===== src/rtl/pkt_tx_arbiter_pkg.sv =====
// pkt_tx_arbiter_pkg: shared defaults, FSM encoding and round-robin helper for the packet transmit arbiter
// Contents:
//   DEF_NUM_SRC / DEF_WORD_SIZE / DEF_WORDS_PER_PACKET  default geometry, matched to the RX assembler
//   state_t                                             FSM encoding (ST_ARB, ST_SEND)
//   rr_dist()                                           forward distance from the round-robin pointer
package pkt_tx_arbiter_pkg;

    localparam int DEF_NUM_SRC          = 2;
    localparam int DEF_WORD_SIZE        = 8;
    localparam int DEF_WORDS_PER_PACKET = 4;

    typedef enum logic {
        ST_ARB  = 1'b0,
        ST_SEND = 1'b1
    } state_t;

    // How many steps forward from ptr (modulo n) source idx sits; 0 means idx is the pointer itself.
    function automatic int rr_dist(input int idx, input int ptr, input int n);
        return (idx >= ptr) ? idx - ptr : idx + n - ptr;
    endfunction

endpackage


===== src/rtl/pkt_tx_arbiter_rr_arbiter.sv =====
// rr_arbiter: combinational round-robin picker, first requester at or after ptr modulo NUM_SRC
// Ports:
//   req        in   NUM_SRC          request vector
//   ptr        in   clog2(NUM_SRC)   highest-priority index this round
//   grant      out  NUM_SRC          one-hot grant, zero when no request
//   grant_idx  out  clog2(NUM_SRC)   index of the granted source, zero when no request
//   any        out  1                at least one request present
module rr_arbiter
    import pkt_tx_arbiter_pkg::*;
#(
    parameter int NUM_SRC = DEF_NUM_SRC
) (
    input  logic [NUM_SRC-1:0]         req,
    input  logic [$clog2(NUM_SRC)-1:0] ptr,
    output logic [NUM_SRC-1:0]         grant,
    output logic [$clog2(NUM_SRC)-1:0] grant_idx,
    output logic                       any
);

    localparam int IW = $clog2(NUM_SRC);

    logic [IW:0] best;

    // Keep the requester with the smallest forward distance from ptr; NUM_SRC is an impossible distance.
    always_comb begin
        grant     = '0;
        grant_idx = '0;
        best      = (IW + 1)'(NUM_SRC);
        for (int j = 0; j < NUM_SRC; j++) begin
            if (req[j] && (IW + 1)'(rr_dist(j, int'(ptr), NUM_SRC)) < best) begin
                best      = (IW + 1)'(rr_dist(j, int'(ptr), NUM_SRC));
                grant     = '0;
                grant[j]  = 1'b1;
                grant_idx = IW'(j);
            end
        end
    end

    assign any = |req;

endmodule


===== src/rtl/pkt_tx_arbiter.sv =====
// pkt_tx_arbiter: round-robin share of one byte-wide UART transmitter among NUM_SRC packet sources
// Ports:
//   clk         in   1                              clock
//   n_reset     in   1                              synchronous active-low reset
//   src_req     in   NUM_SRC                        per-source request, held until src_ack
//   src_data    in   NUM_SRC*WORDS_PER_PACKET*WORD_SIZE  packet of source s at slice s
//   src_ack     out  NUM_SRC                        one-cycle one-hot pulse when a packet is latched
//   tx_data     out  WORD_SIZE                      word to the UART
//   tx_valid    out  1                              tx_data valid, held until tx_ready
//   tx_ready    in   1                              UART accepts when tx_valid && tx_ready
//   busy        out  1                              a packet is in flight
//   active_src  out  clog2(NUM_SRC)                 source whose packet is being sent
// Build option PKT_TX_SRC_ID_EN: prefix each packet with a header word holding the granted index.
module pkt_tx_arbiter
    import pkt_tx_arbiter_pkg::*;
#(
    parameter int NUM_SRC          = DEF_NUM_SRC,
    parameter int WORD_SIZE        = DEF_WORD_SIZE,
    parameter int WORDS_PER_PACKET = DEF_WORDS_PER_PACKET
) (
    input  logic                                      clk,
    input  logic                                      n_reset,
    input  logic [NUM_SRC-1:0]                        src_req,
    input  logic [NUM_SRC*WORDS_PER_PACKET*WORD_SIZE-1:0] src_data,
    output logic [NUM_SRC-1:0]                        src_ack,
    output logic [WORD_SIZE-1:0]                      tx_data,
    output logic                                      tx_valid,
    input  logic                                      tx_ready,
    output logic                                      busy,
    output logic [$clog2(NUM_SRC)-1:0]                active_src
);

    localparam int IW = $clog2(NUM_SRC);
    localparam int PW = WORDS_PER_PACKET * WORD_SIZE;
    localparam int CW = $clog2(WORDS_PER_PACKET + 1);
`ifdef PKT_TX_SRC_ID_EN
    localparam int NW = WORDS_PER_PACKET + 1;
`else
    localparam int NW = WORDS_PER_PACKET;
`endif
    localparam int SW = NW * WORD_SIZE;

    state_t             state, state_nxt;
    logic [SW-1:0]      shift, load;
    logic [CW-1:0]      ctr;
    logic [IW-1:0]      rr_ptr, grant_idx;
    logic [NUM_SRC-1:0] grant;
    logic [PW-1:0]      pkt;
    logic               any, take, last;

    rr_arbiter #(.NUM_SRC(NUM_SRC)) u_rr (
        .req       (src_req),
        .ptr       (rr_ptr),
        .grant     (grant),
        .grant_idx (grant_idx),
        .any       (any)
    );

    // One-hot grant lets the packet mux be a plain OR of constant slices.
    always_comb begin
        pkt = '0;
        for (int j = 0; j < NUM_SRC; j++)
            if (grant[j]) pkt = src_data[j*PW +: PW];
    end

    // Header sits in the low word so it leaves the shift register first.
`ifdef PKT_TX_SRC_ID_EN
    assign load = {pkt, WORD_SIZE'(grant_idx)};
`else
    assign load = pkt;
`endif

    assign take = (state == ST_SEND) && tx_ready;
    assign last = ctr == CW'(NW - 1);

    always_ff @(posedge clk)
        state <= !n_reset ? ST_ARB : state_nxt;

    always_comb
        state_nxt = (state == ST_ARB) ? (any ? ST_SEND : ST_ARB)
                                      : ((take && last) ? ST_ARB : ST_SEND);

    always_comb begin
        tx_valid = state == ST_SEND;
        busy     = state == ST_SEND;
    end

    // Zeros shift in behind the packet, so tx_data reads 0 whenever nothing is in flight.
    assign tx_data = shift[WORD_SIZE-1:0];

    always_ff @(posedge clk) begin
        if (!n_reset) begin
            shift      <= '0;
            ctr        <= '0;
            rr_ptr     <= '0;
            active_src <= '0;
            src_ack    <= '0;
        end else begin
            src_ack <= (state == ST_ARB) ? grant : '0;
            if (state == ST_ARB && any) begin
                shift      <= load;
                ctr        <= '0;
                active_src <= grant_idx;
                rr_ptr     <= (grant_idx == IW'(NUM_SRC - 1)) ? '0 : grant_idx + 1'b1;
            end else if (take) begin
                shift <= shift >> WORD_SIZE;
                ctr   <= ctr + 1'b1;
            end
        end
    end

endmodule

===== config.mk =====
export PLATFORM = sky130hd
export DESIGN_NAME = pkt_tx_arbiter
export DESIGN_NICKNAME = d
export VERILOG_FILES = /design/src/rtl/pkt_tx_arbiter_pkg.sv /design/src/rtl/pkt_tx_arbiter_rr_arbiter.sv /design/src/rtl/pkt_tx_arbiter.sv
export SDC_FILE = /design/constraint.sdc
export NUM_CORES = 1
export LEC_CHECK = 0
export CELL_PAD_IN_SITES_DETAIL_PLACEMENT = 1
export CELL_PAD_IN_SITES_GLOBAL_PLACEMENT = 1
export CORE_ASPECT_RATIO = 0.8
export CORE_MARGIN = 10
export CORE_UTILIZATION = 34
export CTS_BUF_LIST = sky130_fd_sc_hd__clkbuf_8
export CTS_CLUSTER_SIZE = 30
export DETAILED_ROUTE_END_ITERATION = 6
export GPL_ROUTABILITY_DRIVEN = 0
export PLACE_DENSITY = 0.82
export SLEW_MARGIN = 30
export SYNTH_ARGS = -nofsm -noshare
export SYNTH_HDL_FRONTEND = slang
export SYNTH_SLANG_ARGS = --single-unit

===== constraint.sdc =====
create_clock -name clk -period 1.8 [get_ports clk]
set_input_delay 0.45 -clock clk [delete_from_list [all_inputs] [get_ports clk]]
set_output_delay 0.45 -clock clk [all_outputs]
set_load 0.01 [all_outputs]

==> metrics.cfg, run 1 <==
[synth]
synthCells = 197
synth.largest_area_cell = dfxtp_1
synth-edff-count = 0
synth_seq_area_share = 0.379
syn_area_per_cell_um2 = 10.7
synth-seq-cells = 40
synth_area_um2 = 2110
async_reset_ff_frac = 0
synth_area_leaders = dfxtp_1 38%, a221o_1 11%, a32o_1 11%
synth-main-ff-cell = dfxtp_1
ys_types = 35
syn_nets = 268
synth_top_area_frac = 0.379
yosys_warnings = 0

[pwr]
peakVddDrop_mv = 0.306
p_total_w = 0.00212
power_leakage_nw = 1.12
power_density_nw_per_um2 = 701

[timing]
layout_setup_ws_ns = 0.0746
setup_viol = 0
final.min_clock_period_ns = 1.73
worstMarginPinSlew_ns = 0.382
relSlewSlack = 0.744
hold_viol_final = 0
drv_slew = 0
fmax_mhz = 580
hold_slack_ns = 0.482
fin_crit_sh = 0.959
clock_skew_ns = 0.00360
rsz0062_at_grt = false

[routing]
antenna_left = 0
drc = 0
drt_wl_total_um = 7140
drt_first_pass_iters = 4
wire_per_inst_um = 20.4
routed_via_density = 5.59
drt_iter0_drc = 132
num_vias = 1955

[global_routing]
grt_pass1_wl_um = 11300
grt-ovfl-total = 0
track_usage = 0.143
antenna_found_initial = 0
grt_pass1_vias = 2084
grt_max_degree = 29

[layout]
area.growth.synth_to_final_pct = 43.0
nFillCells = 662
antenna_cells = 0
drive_gt1_frac = 0.104
final_cell_mix = 79 x clkdlybuf4s50_1, 40 x dfxtp_1, 24 x a32o_1, 24 x o21a_1, 24 x a221o_1
fin_nets = 340
final_core_util = 0.505
layout_commonest_cell = clkdlybuf4s50_1
instances_no_fill = 350

[floorplan]
die_w_um = 108
ioPinCount = 82
fp.coreArea_um2 = 5970
rows = 25
dieArea_um2 = 9780
initial_core_util = 0.354
chipHeight_um = 90.5

[critical_path]
slowest_delay_ns = 0.54
path_max_fanout = 24
crit_slowest_cell = clkdlybuf4s50_1
start_kind = primary input
r2r_setup_slack_ns = 0.26
crit_required_ns = 1.97
cp_top_family = buffers and inverters
r2r_start = busy
cp_cell_sequence = clkdlybuf4s50_1, and3b_1, buf_12, o21a_1, a221o_1
critical_path_class = primary input to flip-flop
cp.arrival_ns = 1.90
cp-end-kind = flip-flop
cp-startpoint = tx_ready
crit_buf_inv = 2

[worst_hold_path]
hold_start = shift[25]
hold_class = flip-flop to flip-flop

[placed_design]
portBuffers = 81
preCtsSetupSlack_ns = -0.272
dp.cells = 343
dpl.hpwl_um = 5320

[run_status]
status = finished clean

[clock_network]
postCtsSetupBuffers = 0
cts_max_level = 2
cts_buffer_depth = 2
clock_sinks = 40
numCtsBuffers = 5
cts.clk_slew.worst_paths_ns = 0.08
clk_latency_ns = 0.29
cts_tree = yes
cts_root_buf = clkbuf_8

[run]
maxCapViolCount = 0

area by class of cell:
cell class              count  area [µm²]  share of cell area
multi-input cells         124        1070               0.356
repair buffers             97         961               0.318
flip-flops and latches     40         801               0.265
well taps                  81         101              0.0336
clock buffers               5        68.8              0.0228
clock inverters             2        8.76             0.00290
inverters                   1        3.75             0.00124
synthesized netlist by cell type, types with 2 or more instances:
master     count
buf_8          2
o21a_1        24
a21boi_0       3
nor2_1         3
dfxtp_1       40
a32o_1        24
nand2b_1       7
buf_6          6
ha_1           2
clkbuf_1       6
nand2_1        5
o2bb2ai_1      5
buf_4          9
nand3b_1       3
o2111a_1       3
a221o_1       24
buf_2          9
a32oi_1        5
where the power goes:
part | total [W] | switching [W] | internal, W
logic | 0.000546 | 0.000217 | 0.000329
registers | 0.00101 | 0.0000509 | 0.000963
clock network | 0.000556 | 0.000298 | 0.000258
cells by family (layout without fill, tap and decap cells):
group           Yosys count  in the layout  synth area share
compound gates           91             91             0.393
xor+xnor                  1              1           0.00415
fa+ha+maj                 2              2            0.0118
buf+inv                  33            105             0.112
flops                    40             40             0.379
mux                       1              1           0.00474
simple gates             29             29            0.0954
worst paths after layout:
| path | endpoint | cells after the start |
|---|---|---|
| max reg2reg | shift[23] | 5 |
| min | shift[25] | 1 |
| max | shift[23] | 5 |
| min reg2reg | shift[25] | 1 |
layer usage:
metal  wire (µm)  GRT usage
met1        3240      0.182
met2        3350      0.230
met3         478     0.0399
met4          80     0.0367
met5           0          0
state kept, by name, indices dropped and copies added, names as in the netlist:
name and cells:
active_src 1, busy 1, ctr 3, rr_ptr 1, shift 32, src_ack 2
through the flow:
stage          area (µm²)  setup TNS, ns
6_report             3020              0
5_1_grt              3020              0
4_1_cts              3010              0
2_1_floorplan        2110              0
3_5_place_dp         2940          -7.39
3_3_place_gp         2940          -6.58
worst register-to-register path, stage by stage, from the launching register on:
cell	delay [ns]
dfxtp_1	0.32
buf_4	0.18
nor4b_4	0.31
buf_4	0.32
o21a_1	0.21
a221o_1	0.14
what timing repair did:
action / in CTS / in global routing
setup endpoints to repair: 0 / 28
hold buffers: 0 / 0
gates resized for setup: 0 / 3
Power figures use the tool's default switching activity.
==> run 2, diff against run 1 <==
==> constraint.sdc (replaced) <==
create_clock -name clk -period 1.8 [get_ports clk]
set_input_delay 0.45 -clock clk [delete_from_list [all_inputs] [get_ports clk]]
set_output_delay 0.45 -clock clk [all_outputs]
set_load 0.02 [all_outputs]
==> run 2 against run 1 <==
Effect of this change:
- sequential share of layout area decreased by 0.65 points
- worst setup slack better by 0.0027 ns
- clock skew up 0.0036 ns
- count of clock-buffer cells in the layout unchanged
- flip-flop and latch count unchanged
- critical path depth is the same
- combinational power rose by 5.3%
- largest cell class unchanged
- largest power group unchanged
- highest routed layer unchanged
==> metrics.cfg, run 2 (same netlist as run 1, synthesis figures left out) <==
[clock_network]
cts.clk_slew.worst_paths_ns = 0.08
postCtsSetupBuffers = 0
cts_resized = 0
cts_max_level = 2
numCtsBuffers = 5
cts_buffer_depth = 2
clock_sinks = 40
ctsHoldBuffers = 0
cts_root_buf = clkbuf_8
cts_tree = yes
clk_latency_ns = 0.30

[timing]
clock_skew_ns = 0.00723
rsz0062_at_grt = false
setup_viol = 0
worstMarginPinSlew_ns = 0.593
hold_viol_final = 0
relSlewSlack = 0.601
final.min_clock_period_ns = 1.72
fmax_mhz = 580
fin_crit_sh = 0.957
drv_slew = 0

[routing]
drt_first_pass_iters = 4
met3_length_um = 440
wire_per_inst_um = 20.6
dr_wl_met2_um = 3490
routed_via_density = 5.60
m1WireLength_um = 3270
drc = 0
drt_wl_total_um = 7280
top_layer = met4
num_vias = 1982
antenna_left = 0
drt_iter0_drc = 170

[global_routing]
grt_pass1_vias = 2202
grt_max_degree = 29
grt_pass1_wl_um = 11600
grt-ovfl-total = 0
antenna_found_initial = 0
track_usage = 0.146

[pwr]
p_total_w = 0.00246
peakVddDrop_mv = 0.299
power_leakage_nw = 1.14
power_density_nw_per_um2 = 794

[layout]
regMostFlops = shift
fin_area_um2 = 3100
final_core_util = 0.518
final_cell_mix = 81 x clkdlybuf4s50_1, 40 x dfxtp_1, 24 x a32o_1, 24 x o21a_1, 24 x a221o_1
largest_register_ffs = 32
area.growth.synth_to_final_pct = 46.6
layout_commonest_cell = clkdlybuf4s50_1
antenna_cells = 0
drive_gt1_frac = 0.121
fin_nets = 344
reg_top3 = shift: 32 flops, ctr: 3 flops, src_ack: 2 flops

[critical_path]
path_max_fanout = 11
cp-end-kind = flip-flop
worstRegToRegCells = 4
cp.arrival_ns = 1.90
start_kind = primary input
critical_path_class = primary input to flip-flop
crit_required_ns = 1.98

[floorplan]
die_w_um = 108
rows = 25
chipHeight_um = 90.5
fp.coreArea_um2 = 5970
initial_core_util = 0.354
dieArea_um2 = 9780
ioPinCount = 82

[run_status]
status = finished clean

[placed_design]
dpl.hpwl_um = 5450
place_area_um2 = 2970
portBuffers = 81

[run]
maxCapViolCount = 0

[worst_hold_path]
hold_depth = 1
hold_class = flip-flop to flip-flop

run 2: cell types whose count changed in the layout (fill, tap and decap cells not counted):
cell	delta
inv_1	-1
buf_4	+4
clkinv_2	-1
bufinv_16	+2
a21boi_0	+1
clkdlybuf4s50_1	+2
dlymetal6s2s_1	-2
a21boi_1	-1
run 2: stage by stage:
| stage | worst slack, ns | cells | hold WS [ns] | TNS, ns |
|---|---|---|---|---|
| 3_3_place_gp | -0.183 | 347 | 0.447 | -4.91 |
| 5_1_grt | 0.00154 | 354 | 0.491 | 0 |
| 4_1_cts | 0.0622 | 354 | 0.476 | 0 |
| 6_report | 0.0773 | 354 | 0.475 | 0 |
| 2_1_floorplan | 0.223 | 197 | 0.433 | 0 |
| 3_5_place_dp | -0.219 | 347 | 0.451 | -5.70 |
run 2: path summary, 6_finish.rpt:
path         slack, ns  startpoint   endpoint
max               0.08  src_req[0]  shift[23]
min               0.47   shift[25]  shift[25]
max reg2reg       0.31      rr_ptr  shift[23]
min reg2reg       0.47   shift[25]  shift[25]
run 2: layout make-up:
type / count / area (µm²)
inverters: 1 / 3.75
clock inverters: 2 / 60.1
repair buffers: 101 / 986
well taps: 81 / 101
multi-input cells: 124 / 1070
clock buffers: 5 / 68.8
flip-flops and latches: 40 / 801
fillers: 647 / 2880
run 2: power by group:
| group | internal [W] | switching (W) | total (W) | leakage, nW |
|---|---|---|---|---|
| logic | 0.000335 | 0.000240 | 0.000575 | 0.750 |
| registers | 0.000963 | 0.0000507 | 0.00101 | 0.330 |
| clock network | 0.000546 | 0.000322 | 0.000868 | 0.0642 |
run 2: critical path, stage by stage:
cell	delay (ns)
clkdlybuf4s50_1	0.52
nand2b_1	0.13
buf_4	0.21
a32o_1	0.25
a221o_1	0.35
run 2: metal layers:
| layer | vias up | track usage |
|---|---|---|
| met5 | - | 0 |
| met4 | 0 | 0.0367 |
| met3 | 7 | 0.0421 |
| met1 | 975 | 0.175 |
| li1 | 940 | - |
| met2 | 60 | 0.245 |
